### src/rtl/module_result_display_pkg.sv
// Shared types, segment/anode constants and the double-dabble nibble adjust.
package pkg_display;

  typedef enum logic [1:0] {
    IDLE  = 2'd0,
    SHIFT = 2'd1,
    DONE  = 2'd2
  } state_t;

  localparam int unsigned BCD_W   = 12;
  localparam int unsigned DIGIT_W = 4;
  localparam int unsigned SEG_W   = 7;
  localparam int unsigned AN_W    = 4;
  localparam int unsigned CNT_W   = 4;

  // Active-low {g,f,e,d,c,b,a}
  localparam logic [SEG_W-1:0] SEG_0     = 7'b1000000;
  localparam logic [SEG_W-1:0] SEG_1     = 7'b1111001;
  localparam logic [SEG_W-1:0] SEG_2     = 7'b0100100;
  localparam logic [SEG_W-1:0] SEG_3     = 7'b0110000;
  localparam logic [SEG_W-1:0] SEG_4     = 7'b0011001;
  localparam logic [SEG_W-1:0] SEG_5     = 7'b0010010;
  localparam logic [SEG_W-1:0] SEG_6     = 7'b0000010;
  localparam logic [SEG_W-1:0] SEG_7     = 7'b1111000;
  localparam logic [SEG_W-1:0] SEG_8     = 7'b0000000;
  localparam logic [SEG_W-1:0] SEG_9     = 7'b0010000;
  localparam logic [SEG_W-1:0] SEG_BLANK = 7'b1111111;

  // Active-low anode selects
  localparam logic [AN_W-1:0] AN_UNITS    = 4'b1110;
  localparam logic [AN_W-1:0] AN_TENS     = 4'b1101;
  localparam logic [AN_W-1:0] AN_HUNDREDS = 4'b1011;
  localparam logic [AN_W-1:0] AN_OFF      = 4'b1111;

  // Add 3 to every BCD nibble that is 5 or more, ahead of a shift
  function automatic logic [BCD_W-1:0] dabble_adjust(input logic [BCD_W-1:0] s);
    logic [BCD_W-1:0] r;
    r = s;
    for (int i = 0; i < 3; i++) begin
      if (s[4*i +: 4] >= 4'd5) begin
        r[4*i +: 4] = s[4*i +: 4] + 4'd3;
      end
    end
    return r;
  endfunction

endpackage

### src/rtl/module_result_display_bcd_to_7seg.sv
// Combinational BCD digit to active-low {g..a} segment decoder.
module module_bcd_to_7seg
  import pkg_display::*;
(
  input  logic [DIGIT_W-1:0] digit_pi,
  output logic [SEG_W-1:0]   seg_po
);

  // Digit lookup; codes above 9 show nothing
  always_comb begin
    seg_po = SEG_BLANK;
    case (digit_pi)
      4'd0:    seg_po = SEG_0;
      4'd1:    seg_po = SEG_1;
      4'd2:    seg_po = SEG_2;
      4'd3:    seg_po = SEG_3;
      4'd4:    seg_po = SEG_4;
      4'd5:    seg_po = SEG_5;
      4'd6:    seg_po = SEG_6;
      4'd7:    seg_po = SEG_7;
      4'd8:    seg_po = SEG_8;
      4'd9:    seg_po = SEG_9;
      default: seg_po = SEG_BLANK;
    endcase
  end

endmodule

### src/rtl/module_result_display.sv
// Adder result to 3-digit BCD (sequential double dabble) and multiplexed 7-seg drive.
module module_result_display
  import pkg_display::*;
#(
  parameter int unsigned WIDTH         = 9,
  parameter int unsigned REFRESH_COUNT = 100000
) (
  input  logic               clk_pi,
  input  logic               rst_pi,
  input  logic [WIDTH-1:0]   result_pi,
  input  logic               load_pi,
  output logic               busy_po,
  output logic [BCD_W-1:0]   bcd_po,
  output logic [AN_W-1:0]    an_po,
  output logic [SEG_W-1:0]   seg_po,
  output logic               dp_po
);

  localparam int unsigned REF_W = (REFRESH_COUNT > 1) ? $clog2(REFRESH_COUNT) : 1;

  state_t                   state;
  logic [WIDTH-1:0]         bin_q;
  logic [BCD_W-1:0]         scratch_q;
  logic [CNT_W-1:0]         iter_q;
  logic [BCD_W+WIDTH-1:0]   shifted_c;

  logic [REF_W-1:0]         ref_q;
  logic [1:0]               idx_q;

  logic [DIGIT_W-1:0]       digit_c;
  logic                     blank_c;
  logic [SEG_W-1:0]         seg_dec_c;

  // One double-dabble step: adjust the BCD nibbles, then shift the whole chain left
  assign shifted_c = {dabble_adjust(scratch_q), bin_q} << 1;

  // Conversion FSM; bcd_po only updates once a full conversion is complete
  always_ff @(posedge clk_pi or posedge rst_pi) begin
    if (rst_pi) begin
      state     <= IDLE;
      busy_po   <= 1'b0;
      bcd_po    <= '0;
      bin_q     <= '0;
      scratch_q <= '0;
      iter_q    <= '0;
    end else begin
      case (state)
        IDLE: begin
          if (load_pi) begin
            bin_q     <= result_pi;
            scratch_q <= '0;
            iter_q    <= CNT_W'(WIDTH);
            state     <= SHIFT;
            busy_po   <= 1'b1;
          end
        end
        SHIFT: begin
          {scratch_q, bin_q} <= shifted_c;
          iter_q             <= iter_q - CNT_W'(1);
          if (iter_q == CNT_W'(1)) begin
            state <= DONE;
          end
        end
        DONE: begin
          bcd_po  <= scratch_q;
          state   <= IDLE;
          busy_po <= 1'b0;
        end
        default: begin
          state   <= IDLE;
          busy_po <= 1'b0;
        end
      endcase
    end
  end

  // Refresh timer; each wrap moves the scan to the next digit position
  always_ff @(posedge clk_pi or posedge rst_pi) begin
    if (rst_pi) begin
      ref_q <= '0;
      idx_q <= 2'd0;
    end else if (ref_q == REF_W'(REFRESH_COUNT - 1)) begin
      ref_q <= '0;
      idx_q <= idx_q + 2'd1;
    end else begin
      ref_q <= ref_q + REF_W'(1);
    end
  end

  // Digit select with leading-zero blanking; position 3 is never lit
  always_comb begin
    an_po   = AN_OFF;
    digit_c = '0;
    blank_c = 1'b1;
    case (idx_q)
      2'd0: begin
        an_po   = AN_UNITS;
        digit_c = bcd_po[3:0];
        blank_c = 1'b0;
      end
      2'd1: begin
        an_po   = AN_TENS;
        digit_c = bcd_po[7:4];
        blank_c = (bcd_po[11:8] == 4'd0) && (bcd_po[7:4] == 4'd0);
      end
      2'd2: begin
        an_po   = AN_HUNDREDS;
        digit_c = bcd_po[11:8];
        blank_c = (bcd_po[11:8] == 4'd0);
      end
      default: begin
        an_po   = AN_OFF;
        digit_c = '0;
        blank_c = 1'b1;
      end
    endcase
  end

  module_bcd_to_7seg u_dec (
    .digit_pi (digit_c),
    .seg_po   (seg_dec_c)
  );

  assign seg_po = blank_c ? SEG_BLANK : seg_dec_c;
  assign dp_po  = 1'b1;

endmodule

### config.mk
export PLATFORM = sky130hd
export DESIGN_NAME = module_result_display
export DESIGN_NICKNAME = d
export VERILOG_FILES = /design/src/rtl/module_result_display_pkg.sv /design/src/rtl/module_result_display_bcd_to_7seg.sv /design/src/rtl/module_result_display.sv
export SDC_FILE = /design/constraint.sdc
export NUM_CORES = 1
export LEC_CHECK = 0
export ABC_AREA = 0
export BUFFER_PORTS_ARGS = -buffer_cell sky130_fd_sc_hd__buf_2
export CAP_MARGIN = 20
export CORE_UTILIZATION = 30
export DETAILED_ROUTE_END_ITERATION = 7
export PLACE_DENSITY = 0.49
export SLEW_MARGIN = 15
export SYNTH_ARGS = -nofsm -noshare
export SYNTH_HDL_FRONTEND = slang
export SYNTH_SLANG_ARGS = --single-unit
export TNS_END_PERCENT = 100
### constraint.sdc
create_clock -name clk_pi -period 2.4 [get_ports clk_pi]
set_input_delay 0.36 -clock clk_pi [delete_from_list [all_inputs] [get_ports clk_pi]]
set_output_delay 0.36 -clock clk_pi [all_outputs]
set_load 0.01 [all_outputs]
==> impl_summary.txt <==
----------------------------------------------------
[Outcome]
  Outcome ... finished, violations left
  Violations in the final reports ... setup timing

[Clock tree]
  CTS Root Cell ... clkbuf_8
  Clock latency on the worst-skew pair ... 0.33 ns
  TritonCTS buffer count ... 9
  TritonCTS clock tree ... done
  CTS sink count ... 59
  Buffers from clock root to sink, at most ... 2
  H-tree lvl count ... 3
  Clock transition at the register clock pins on the worst setup and hold paths after CTS ... about 0.070 ns
  CTS Hold Bufs ... 0

[Synthesis]
  Sequential fraction of the synthesis area ... roughly 48%
  Cell count after synthesis ... between 300 and 400
  Distinct cells, synth ... 43
  Summed instance area of the synthesized netlist ... slightly above 3000 µm²
  EDFF count, synth ... 0
  Asr flop ratio synth ... 100%
  Synthesized area per cell ... ~10 µm²
  Flops & latches, synth ... roughly 60
  Ys flop type ... dfrtp_1
  Count of synthesis-stage warnings from yosys ... 0

[Place]
  Count of input and output buffers ... 34
  Placed wire-length estimate ... roughly 4500 µm
  Placer congestion estimate ... just over 0.8

[Global routing]
  Initial antenna violation count ... 0
  Global routing usage summed across all routing layers ... 12.8%
  Global-route wire length before repair ... 11100 µm
  Remaining global-route overflow ... 0
  Vias in the first global route ... ~2300
  Maximum number of pins on one net before global-route repair ... 39

[Floorplanning]
  Core ar. ... between 9000 and 10000 µm²
  Area of the die ... 10700 µm²
  IO Count ... 37
  Number of placement rows ... 36
  Die extent in x ... slightly above 100 µm
  Initial core utilization ... about a third
  Die Y-Extent ... between 100 and 150 µm

[STA]
  Skew final ... about 0.012 ns
  Post-layout min period ... ~2.8 ns
  Transition time of the tightest slew-check pin ... 0.654 ns
  Maximum operating frequency ... approximately 360 MHz
  Fin crit share ... 115%
  Endpoints failing hold ... 0
  Number of pins exceeding their max-slew limit in the final report ... 0
  Number of setup violations in the final report ... 7
  Final Hold Slack ... 0.0515 ns
  Setup ws final ... -0.368 ns
  Slew HR ... ~56%
  Setup repair after global routing missed its margin ... true

[Critical path]
  FF-to-FF setup slack ... 0.64 ns
  CP arrival ... roughly 2.4 ns
  Critical path endpoint category ... output pin
  Worst r2r path cells ... 4
  Worst Setup Path Type ... flip-flop to output pin
  Critical-path maximum fanout ... 4
  Critical Path Start Type ... flip-flop
  Critical path required time ... 2.04 ns

[Power]
  Power density over the cells ... around 1100 nW/µm²
  Power Total ... 4050 µW
  Worst ir drop on vdd ... 0.344 mV
  Leakage power ... between 0.0015 and 0.002 µW

[Drt]
  Number of DRC markers after the initial detailed-route iteration ... 157
  Via count normalized by instance count ... between 4 and 5
  First-pass DRT Iterations ... 4
  Number of nets with antenna violations after detailed routing ... 0
  # DRC ... 0
  Average wire length per cell after detail routing ... roughly 13 µm
  Sum of routed wire length over all layers ... 6440 µm
  Overall via count from detail_route ... around 2400

[Job]
  Max-capacitance violation count ... 0

[Finish]
  Antenna diode instance count ... 0
  Number of nets in the final layout ... 395
  Share of final-layout standard cells stronger than drive strength 1 ... 27.7%
  Area growth from synthesis to final layout ... 24.1%

[Hold path]
  Type of the worst min-delay path ... primary input to async pin

----------------------------------------------------
worst paths after layout:
| check | from | end |
|---|---|---|
| max | idx_q[1] | seg_po[4] |
| min | rst_pi | iter_q[3] |
| max reg2reg | ref_q[5] | ref_q[15] |
| min reg2reg | bin_q[5] | bin_q[5] |
| max in group asynchronous | rst_pi | idx_q[0] |
| min in group clk_pi | result_pi[0] | bin_q[0] |
placed cells by master (no fill, tap or decap), types with 2 or more instances in the layout:
cell      Yosys  final
dfrtp_1      59     58
buf_2         3     34
o21ai_0      33     33
nand2_1      32     32
buf_4         2     20
nor2_1       16     16
inv_1        17     13
nand3_1      13     13
ha_1         19     12
xor2_1       11     11
clkbuf_8      0     11
a21oi_1      12      9
mux2i_1       9      9
mux2_2        8      8
xnor2_1       8      8
nand2b_1      6      6
ha_4          0      6
nor3_1        5      5
o21ai_1       6      5
nor2b_1       4      4
a222oi_1      4      4
and4_1        4      4
a22o_1        3      3
inv_2         0      3
nor4_1        3      3
a21oi_2       0      3
and3_1        2      2
nand4_1       2      2
a21o_1        2      2
conb_1        1      2
clkinv_2      0      2
buf_6         1      2
what timing repair did:
item,CTS,global route
resized for setup,11,14
pin swaps,7,14
setup buffers,3,4
endpoints found under the setup margin,7,7
area by class of cell:
type | count | area [µm²]
fillers | 979 | 6030
multi-input cells | 220 | 1590
flip-flops and latches | 59 | 1480
repair buffers | 57 | 363
well taps | 133 | 166
clock buffers | 11 | 151
inverters | 17 | 66.3
clock inverters | 4 | 26.3
through the flow:
step	util (%)	setup TNS, ns	setup WS (ns)	area [µm²]	instances
global placement	35.4	0	0.0356	3490	479
floorplan	-	0	0.0132	3100	311
finish	38.9	-1.97	-0.368	3840	501
detailed placement	35.4	-0.0491	-0.0435	3490	479
global route	38.9	-2.94	-0.507	3840	501
CTS	38.0	-1.99	-0.347	3740	497
report_power, final:
| group | switching [µW] | leakage (µW) | internal, µW |
|---|---|---|---|
| logic | 912 | 0.000948 | 815 |
| registers | 247 | 0.000761 | 1280 |
| clock network | 379 | 0.0000912 | 423 |
cells by family (layout without fill, tap and decap cells):
kind of cell	count (synthesis)	after routing	synth area share, %
adder cells (fa/ha/maj)	19	19	7.68
AND/OR/NAND/NOR	96	96	16.0
AO/OA/AOI/OAI	67	67	12.7
XOR/XNOR	19	19	5.38
other	1	2	0.121
multiplexers	17	17	5.82
buffers and inverters	32	89	4.53
flip-flops	59	59	47.7
critical path: stages, from the launching register on:
cell and delay, ns:
dfrtp_1 0.41, inv_2 0.09, ha_4 0.17, a222oi_1 0.41
nor2_1 0.10, inv_1 0.12, ha_2 0.21, a21oi_2 0.05
or3b_1 0.37, buf_2 0.15
flip-flops by register name, indices dropped and copies added, names as in the netlist:
signal,count
ref_q,17
idx_q,2
bin_q,9
iter_q,4
state,2
bcd_po,12
busy_po,1
scratch_q,12
Yosys cell counts, drive strengths merged (5+ instances only):
master,count,area [µm²]
ha,19,238
nor3,5,25.0
nor2,16,60.1
mux2i,9,90.1
inv,17,63.8
nand3,13,65.1
xor2,11,96.3
dfrtp,59,1480
a21oi,12,60.1
xnor2,8,70.1
nand2,32,120
buf,6,41.3
clkbuf,9,35.0
o21ai,39,195
nand2b,6,37.5
mux2,8,90.1
metal layers:
layer | share of wire (%) | GRT usage [%] | vias up | routed length, µm
li1 | - | - | 1183 | -
met1 | 49 | 17.5 | 1143 | 3140
met2 | 46 | 19.4 | 43 | 2980
met3 | 3.2 | 2.33 | 9 | 207
met4 | 1.7 | 6.63 | 0 | 108
met5 | 0 | 0 | - | 0
(Power assumes the default switching activity.)
